## src/rtl/cache_miss_controller.sv

```systemverilog
// Direct-mapped read-only byte cache controller: lookup, single-word line fill
// over a req/ack memory port with timeout, flush, and saturating hit/miss counters.
module cache_miss_controller #(
    parameter int ADDR_W  = 8,
    parameter int INDEX_W = 2,
    parameter int TIMEOUT = 255,
    parameter int CNT_W   = 16
) (
    input  logic              clk_i,
    input  logic              rst_n_i,
    input  logic              cpu_req_i,
    input  logic [ADDR_W-1:0] cpu_addr_i,
    output logic              cpu_ready_o,
    output logic              cpu_valid_o,
    output logic              cpu_hit_o,
    output logic              cpu_err_o,
    output logic [7:0]        cpu_rdata_o,
    input  logic              flush_i,
    output logic              mem_req_o,
    output logic [ADDR_W-3:0] mem_addr_o,
    input  logic              mem_ack_i,
    input  logic [31:0]       mem_rdata_i,
    output logic [CNT_W-1:0]  hit_cnt_o,
    output logic [CNT_W-1:0]  miss_cnt_o
);

    localparam int TAG_W = ADDR_W - 2 - INDEX_W;
    localparam int LINES = 1 << INDEX_W;

    typedef enum logic [1:0] {
        S_IDLE     = 2'd0,
        S_LOOKUP   = 2'd1,
        S_MEM_WAIT = 2'd2,
        S_FLUSH    = 2'd3
    } state_t;

    function automatic logic [7:0] byte_sel(input logic [31:0] word, input logic [1:0] off);
        logic [7:0] b;
        case (off)
            2'd0:    b = word[7:0];
            2'd1:    b = word[15:8];
            2'd2:    b = word[23:16];
            default: b = word[31:24];
        endcase
        return b;
    endfunction

    function automatic logic [CNT_W-1:0] sat_inc(input logic [CNT_W-1:0] cnt);
        logic [CNT_W-1:0] r;
        if (&cnt) begin
            r = cnt;
        end else begin
            r = cnt + {{(CNT_W-1){1'b0}}, 1'b1};
        end
        return r;
    endfunction

    state_t             state_q, state_d;
    logic [ADDR_W-1:0]  addr_q, addr_d;
    logic [LINES-1:0]   valid_q, valid_d;
    logic [TAG_W-1:0]   tag_q  [LINES];
    logic [31:0]        data_q [LINES];
    logic [7:0]         tcnt_q, tcnt_d;
    logic               mem_req_q, mem_req_d;
    logic               cpu_valid_q, cpu_valid_d;
    logic               cpu_hit_q, cpu_hit_d;
    logic               cpu_err_q, cpu_err_d;
    logic [7:0]         cpu_rdata_q, cpu_rdata_d;
    logic [CNT_W-1:0]   hit_cnt_q, hit_cnt_d;
    logic [CNT_W-1:0]   miss_cnt_q, miss_cnt_d;

    logic [INDEX_W-1:0] idx_s;
    logic [TAG_W-1:0]   tag_s;
    logic [1:0]         off_s;
    logic               lookup_hit_s;
    logic               timeout_s;
    logic               fill_s;

    assign idx_s        = addr_q[INDEX_W+1:2];
    assign tag_s        = addr_q[ADDR_W-1:INDEX_W+2];
    assign off_s        = addr_q[1:0];
    assign lookup_hit_s = valid_q[idx_s] && (tag_q[idx_s] == tag_s);
    // The wait cycle that would bring the counter to TIMEOUT is the abort cycle.
    assign timeout_s    = (({1'b0, tcnt_q} + 9'd1) == 9'(TIMEOUT));

    assign cpu_ready_o  = (state_q == S_IDLE) && !flush_i;
    assign cpu_valid_o  = cpu_valid_q;
    assign cpu_hit_o    = cpu_hit_q;
    assign cpu_err_o    = cpu_err_q;
    assign cpu_rdata_o  = cpu_rdata_q;
    assign mem_req_o    = mem_req_q;
    assign mem_addr_o   = addr_q[ADDR_W-1:2];
    assign hit_cnt_o    = hit_cnt_q;
    assign miss_cnt_o   = miss_cnt_q;

    // State register.
    always_ff @(posedge clk_i) begin
        if (!rst_n_i) begin
            state_q <= S_IDLE;
        end else begin
            state_q <= state_d;
        end
    end

    // Next-state decode; flush outranks a simultaneous request in IDLE.
    always_comb begin
        state_d = state_q;
        case (state_q)
            S_IDLE: begin
                if (flush_i) begin
                    state_d = S_FLUSH;
                end else if (cpu_req_i) begin
                    state_d = S_LOOKUP;
                end else begin
                    state_d = S_IDLE;
                end
            end
            S_LOOKUP: begin
                if (lookup_hit_s) begin
                    state_d = S_IDLE;
                end else begin
                    state_d = S_MEM_WAIT;
                end
            end
            S_MEM_WAIT: begin
                if (mem_ack_i || timeout_s) begin
                    state_d = S_IDLE;
                end else begin
                    state_d = S_MEM_WAIT;
                end
            end
            S_FLUSH: state_d = S_IDLE;
            default: state_d = S_IDLE;
        endcase
    end

    // Output and datapath next values; an ack in the timeout cycle still fills.
    always_comb begin
        addr_d      = addr_q;
        valid_d     = valid_q;
        tcnt_d      = tcnt_q;
        mem_req_d   = mem_req_q;
        cpu_valid_d = 1'b0;
        cpu_hit_d   = 1'b0;
        cpu_err_d   = 1'b0;
        cpu_rdata_d = cpu_rdata_q;
        hit_cnt_d   = hit_cnt_q;
        miss_cnt_d  = miss_cnt_q;
        fill_s      = 1'b0;
        case (state_q)
            S_IDLE: begin
                mem_req_d = 1'b0;
                if (!flush_i && cpu_req_i) begin
                    addr_d = cpu_addr_i;
                end else begin
                    addr_d = addr_q;
                end
            end
            S_LOOKUP: begin
                if (lookup_hit_s) begin
                    cpu_valid_d = 1'b1;
                    cpu_hit_d   = 1'b1;
                    cpu_rdata_d = byte_sel(data_q[idx_s], off_s);
                    hit_cnt_d   = sat_inc(hit_cnt_q);
                end else begin
                    mem_req_d = 1'b1;
                    tcnt_d    = 8'd0;
                end
            end
            S_MEM_WAIT: begin
                if (mem_ack_i) begin
                    fill_s         = 1'b1;
                    valid_d[idx_s] = 1'b1;
                    mem_req_d      = 1'b0;
                    cpu_valid_d    = 1'b1;
                    cpu_rdata_d    = byte_sel(mem_rdata_i, off_s);
                    miss_cnt_d     = sat_inc(miss_cnt_q);
                end else if (timeout_s) begin
                    mem_req_d   = 1'b0;
                    cpu_valid_d = 1'b1;
                    cpu_err_d   = 1'b1;
                    cpu_rdata_d = 8'h00;
                    miss_cnt_d  = sat_inc(miss_cnt_q);
                end else begin
                    tcnt_d = tcnt_q + 8'd1;
                end
            end
            S_FLUSH: begin
                valid_d = {LINES{1'b0}};
            end
            default: begin
                mem_req_d = 1'b0;
            end
        endcase
    end

    // Control, response and statistics registers.
    always_ff @(posedge clk_i) begin
        if (!rst_n_i) begin
            addr_q      <= {ADDR_W{1'b0}};
            valid_q     <= {LINES{1'b0}};
            tcnt_q      <= 8'd0;
            mem_req_q   <= 1'b0;
            cpu_valid_q <= 1'b0;
            cpu_hit_q   <= 1'b0;
            cpu_err_q   <= 1'b0;
            cpu_rdata_q <= 8'h00;
            hit_cnt_q   <= {CNT_W{1'b0}};
            miss_cnt_q  <= {CNT_W{1'b0}};
        end else begin
            addr_q      <= addr_d;
            valid_q     <= valid_d;
            tcnt_q      <= tcnt_d;
            mem_req_q   <= mem_req_d;
            cpu_valid_q <= cpu_valid_d;
            cpu_hit_q   <= cpu_hit_d;
            cpu_err_q   <= cpu_err_d;
            cpu_rdata_q <= cpu_rdata_d;
            hit_cnt_q   <= hit_cnt_d;
            miss_cnt_q  <= miss_cnt_d;
        end
    end

    // Tag and data storage, written only on an acknowledged fill.
    always_ff @(posedge clk_i) begin
        if (!rst_n_i) begin
            for (int i = 0; i < LINES; i++) begin
                tag_q[i]  <= {TAG_W{1'b0}};
                data_q[i] <= 32'h0000_0000;
            end
        end else if (fill_s) begin
            tag_q[idx_s]  <= tag_s;
            data_q[idx_s] <= mem_rdata_i;
        end else begin
            tag_q  <= tag_q;
            data_q <= data_q;
        end
    end

endmodule
```

## config.mk

```make
export PLATFORM = sky130hd
export DESIGN_NAME = cache_miss_controller
export DESIGN_NICKNAME = d
export VERILOG_FILES = /design/src/rtl/cache_miss_controller.sv
export SDC_FILE = /design/constraint.sdc
export NUM_CORES = 1
export LEC_CHECK = 0
export ABC_AREA = 1
export ABC_CLOCK_PERIOD_IN_PS = 2700
export CAP_MARGIN = 15
export CORE_ASPECT_RATIO = 0.75
export CORE_MARGIN = 3
export CORE_UTILIZATION = 57
export DETAILED_ROUTE_END_ITERATION = 10
export GPL_TIMING_DRIVEN = 1
export MAX_ROUTING_LAYER = met4
export PLACE_DENSITY = 0.79
export SLEW_MARGIN = 20
export SYNTH_ARGS = -nofsm -noshare
export SYNTH_HDL_FRONTEND = slang
export SYNTH_SLANG_ARGS = --single-unit
```

## constraint.sdc

```tcl
create_clock -name clk_i -period 2.7 [get_ports clk_i]
set_input_delay 0.54 -clock clk_i [delete_from_list [all_inputs] [get_ports clk_i]]
set_output_delay 0.54 -clock clk_i [all_outputs]
set_load 0.05 [all_outputs]
```

==> results.md <==
- Status: complete, no violations
- Ports placed on the boundary: 96
- Unrepaired setup endpoints after global routing: false
- Clock latency on the worst-skew pair: 0.49 ns
- Final critical-path required period: 2.45 ns
- Count of clock tree sinks: 210
- Proportion of register bits with asynchronous set or reset after synthesis: 0
- Violation count after the first detailed-route iteration: 1115
- Number of cells in the finished layout apart from fillers: 1747
- Via count: 9810
- Most used cell, CP: sky130_fd_sc_hd__nand2_1
- # hold bufs at CTS: 0
- Post-synth top flop: sky130_fd_sc_hd__dfxtp_1
- Clock-pin slew on the worst setup and hold paths: roughly 0.06 ns
- Worst IR Drop VDD: ~0.55 mV
- Crit path arrival time: about 2.8 ns
- Synthesized area divided by synthesized cell count: slightly below 7 um^2
- Summed instance area of the synthesized netlist: 0.00992 mm^2
- Post-layout instance area: between 0.01 and 0.015 mm^2
- Seq/Total Area, Yosys: 0.424
- Int Power: between 5 and 6 mW
- Number of enable-type register cells in the synthesized netlist: 0
- Net Count, Synth: roughly 1.5k
- Floorplan Core Area: ~0.017 mm^2
- Global route overflow: 0
- Initial DRT Pass Iterations: 5
- Half-perimeter wire length of the detailed placement result: around 18000 um
- Multi-input combinational cell area: 0.00490 mm^2
- DRC: 0
- Relative contribution of the clock network to total power: 0.399
- CP max stage cell: sky130_fd_sc_hd__dfxtp_1
- Number of H-tree levels: 1
- Final worst-path setup slack: about 0.25 ns
- Pin count of the biggest net entering global routing: between 150 and 200
- Syn Inst Count: approximately 1.5k
- Kind of cell with the highest combined delay on the critical path: simple AND/OR/NAND/NOR gates
- Most common library cell in the layout ignoring fill and taps: sky130_fd_sc_hd__nand2_1
- Total of buffers placed on input and output ports: between 90 and 100
- Via-per-instance ratio: 5.62
- CP required: about 3.0 ns
- Period utilization: 0.906
- Number of inserted filler cells in the final layout: around 1.5k
- Final RePlAce weighted congestion: 0.961
- F_max: just over 400 MHz
- Nature of the critical path startpoint: register
- Clock tree from TritonCTS: yes
- Count of standard-cell rows: 41
- Clk Tree Root Cell: sky130_fd_sc_hd__clkbuf_16
- Class of the tightest hold or removal check: reg -> reg
- Net count reported at finish: 1572
- List of cells traversed by the critical path: inv_1, nand2_1, nand2_1, nand2_1, nand2_1, nor2_1, nand2_2, inv_2, nand2_2, nand2_1, a21oi_1
- Number of storage elements in the synthesis netlist: 210
- Total routing resource utilization after global routing: 0.297
- Switching Fraction: 0.282
- Number of global-route vias before repair: 8903
- Post-DRT Antenna Nets: 0
- Register Area: about 0.0042 mm^2
- Power per cell area: roughly 640 mW/mm^2
- Clock buffer depth: 3
- Floorplan die area: around 0.019 mm^2
- Portion of total power attributed to sequential cells: 0.440
- Fraction of layout instances using a drive strength above 1: 0.0587
- Leakage power: 4.86 nW
- Highest net fanout along the worst path: 17
- Summed negative setup slack over all endpoints: 0 ns
- Critical path buffers and inverters: 2
- Total net switching power: approximately 2.1 mW
- Horizontal extent of the die: between 150 and 200 um
- Combinational share of power: 0.161
- Total cell area at the placement stage: between 0.01 and 0.015 mm^2
- Synth warnings: 0
- First-pass GRT wire length: roughly 45000 um
- Top library cells by usage in the layout, fill and taps aside: 311 x sky130_fd_sc_hd__nand2_1, 210 x sky130_fd_sc_hd__dfxtp_1, 191 x sky130_fd_sc_hd__nor2_1
- WL final: between 20000 and 30000 um
- Number of distinct library cell variants in the gate-level netlist after synthesis: 36
- Post-place setup slack: around 0.19 ns
- Endpoint kind of the worst setup timing path: register
- Antenna cells: 0
- Initial antenna violation count: 0
- Fin Hold WS: between 0.4 and 0.5 ns
- Finish-stage setup viols: 0
- Number of hold violations in the final report: 0
- Measured slew at the worst slew-check pin: about 0.84 ns
- Relative slew slack: 0.441
- Slowest Stage Delay on Critical Path: roughly 0.58 ns
- Number of max-slew violations in the final report: 0
- Wirelength per Cell: between 15 and 20 um
- Area added between synthesis and finish: 18.3%
- Worst-case clock skew: 0.00784 ns
- Die H: approximately 120 um
- # Max-Cap Violations: 0
- Placed insts: between 1.5k and 2k
- Number of buffers created by CTS: 21
- Starting utilization of the core area: 0.586
- Worst Setup Path Type: reg -> reg
cells in the mapped netlist, types with 2 or more instances:
| library cell | count | area (um^2) |
|---|---|---|
| sky130_fd_sc_hd__o22ai_1 | 3 | 18.8 |
| sky130_fd_sc_hd__nor2_1 | 194 | 728 |
| sky130_fd_sc_hd__clkinv_1 | 2 | 7.51 |
| sky130_fd_sc_hd__clkbuf_1 | 67 | 251 |
| sky130_fd_sc_hd__buf_4 | 8 | 60.1 |
| sky130_fd_sc_hd__buf_6 | 2 | 22.5 |
| sky130_fd_sc_hd__nor2_2 | 3 | 18.8 |
| sky130_fd_sc_hd__nor4_1 | 3 | 18.8 |
| sky130_fd_sc_hd__nand3_1 | 90 | 450 |
| sky130_fd_sc_hd__nand3b_1 | 4 | 30.0 |
| sky130_fd_sc_hd__nand2_2 | 6 | 37.5 |
| sky130_fd_sc_hd__nand4_1 | 25 | 156 |
| sky130_fd_sc_hd__o211ai_1 | 7 | 52.6 |
| sky130_fd_sc_hd__nand3_2 | 2 | 20.0 |
| sky130_fd_sc_hd__a21oi_1 | 144 | 721 |
| sky130_fd_sc_hd__a31oi_1 | 4 | 25.0 |
| sky130_fd_sc_hd__xnor2_1 | 7 | 61.3 |
| sky130_fd_sc_hd__inv_2 | 4 | 15.0 |
| sky130_fd_sc_hd__inv_1 | 113 | 424 |
| sky130_fd_sc_hd__a22oi_1 | 2 | 15.0 |
| sky130_fd_sc_hd__nand2_1 | 311 | 1170 |
| sky130_fd_sc_hd__xor2_1 | 22 | 193 |
| sky130_fd_sc_hd__o21ai_0 | 186 | 931 |
| sky130_fd_sc_hd__ha_1 | 9 | 113 |
| sky130_fd_sc_hd__dfxtp_1 | 210 | 4200 |
| sky130_fd_sc_hd__buf_2 | 8 | 40.0 |
| sky130_fd_sc_hd__nor3_1 | 11 | 55.1 |
sequential cells by signal (all words and copies together), names as in the netlist:
name and flops:
miss_cnt_o 16, data_q 128, cpu_hit_o 1, tag_q 16, tcnt_q 8, cpu_valid_o 1, cpu_rdata_o 8, cpu_err_o 1
valid_q 4, mem_req_o 1, hit_cnt_o 16, addr_q 8, state_q 2
area by class of cell:
type,count,share of cell area
multi-input combinational,1041,0.418
sequential,210,0.358
timing repair buffer,125,0.102
clock buffer,29,0.0525
inverter,119,0.0381
tap,215,0.0229
clock inverter,8,0.00885
tightest hold or removal path: stages (launching register included):
cell	delay, ns
sky130_fd_sc_hd__dfxtp_1	0.30
sky130_fd_sc_hd__inv_1	0.05
sky130_fd_sc_hd__a21oi_1	0.05
kinds of logic after synthesis:
| family | Yosys count | share of synthesized area |
|---|---|---|
| AND/OR/NAND/NOR | 652 | 0.273 |
| AO/OA/AOI/OAI | 351 | 0.182 |
| flip-flops | 210 | 0.424 |
| buffers and inverters | 205 | 0.0832 |
| XOR/XNOR | 29 | 0.0256 |
| adder cells (fa/ha/maj) | 9 | 0.0114 |
metal layers:
layer,wire length [um],global-route usage,vias to the layer above
li1,-,-,4884
met1,12500,0.431,4458
met2,12400,0.444,429
met3,2530,0.0458,39
met4,465,0.0586,0
met5,0,-,-
final timing paths:
check	start	end	slack, ns	cells past startpoint
worst min register to register	data_q[22]	data_q[22]	0.45	2
worst max-delay path	addr_q[3]	hit_cnt_o[12]	0.25	11
worst max register to register	addr_q[3]	hit_cnt_o[12]	0.25	11
worst min-delay path	data_q[22]	data_q[22]	0.45	2
what timing repair did:
action | CTS | global route
setup buffers | 0 | 0
endpoints found under the hold margin | 0 | 0
gates resized for setup | 0 | 1
setup endpoints to repair | 0 | 1
per-stage QoR:
stage | util | power, mW
4_1_cts | 0.693 | 7.56
3_3_place_gp | 0.651 | 4.56
2_1_floorplan | - | 4.17
5_1_grt | 0.693 | 7.84
3_5_place_dp | 0.651 | 4.58
6_report | 0.693 | 7.54
power groups by stage:
stage | combinational (mW) | sequential [mW] | clock, mW
3_5_place_dp | 1.19 | 3.38 | 0
6_report | 1.21 | 3.32 | 3.01
2_1_floorplan | 0.698 | 3.47 | 0
4_1_cts | 1.20 | 3.32 | 3.05
5_1_grt | 1.33 | 3.33 | 3.18
3_3_place_gp | 1.18 | 3.38 | 0
Power figures use the tool's default switching activity.
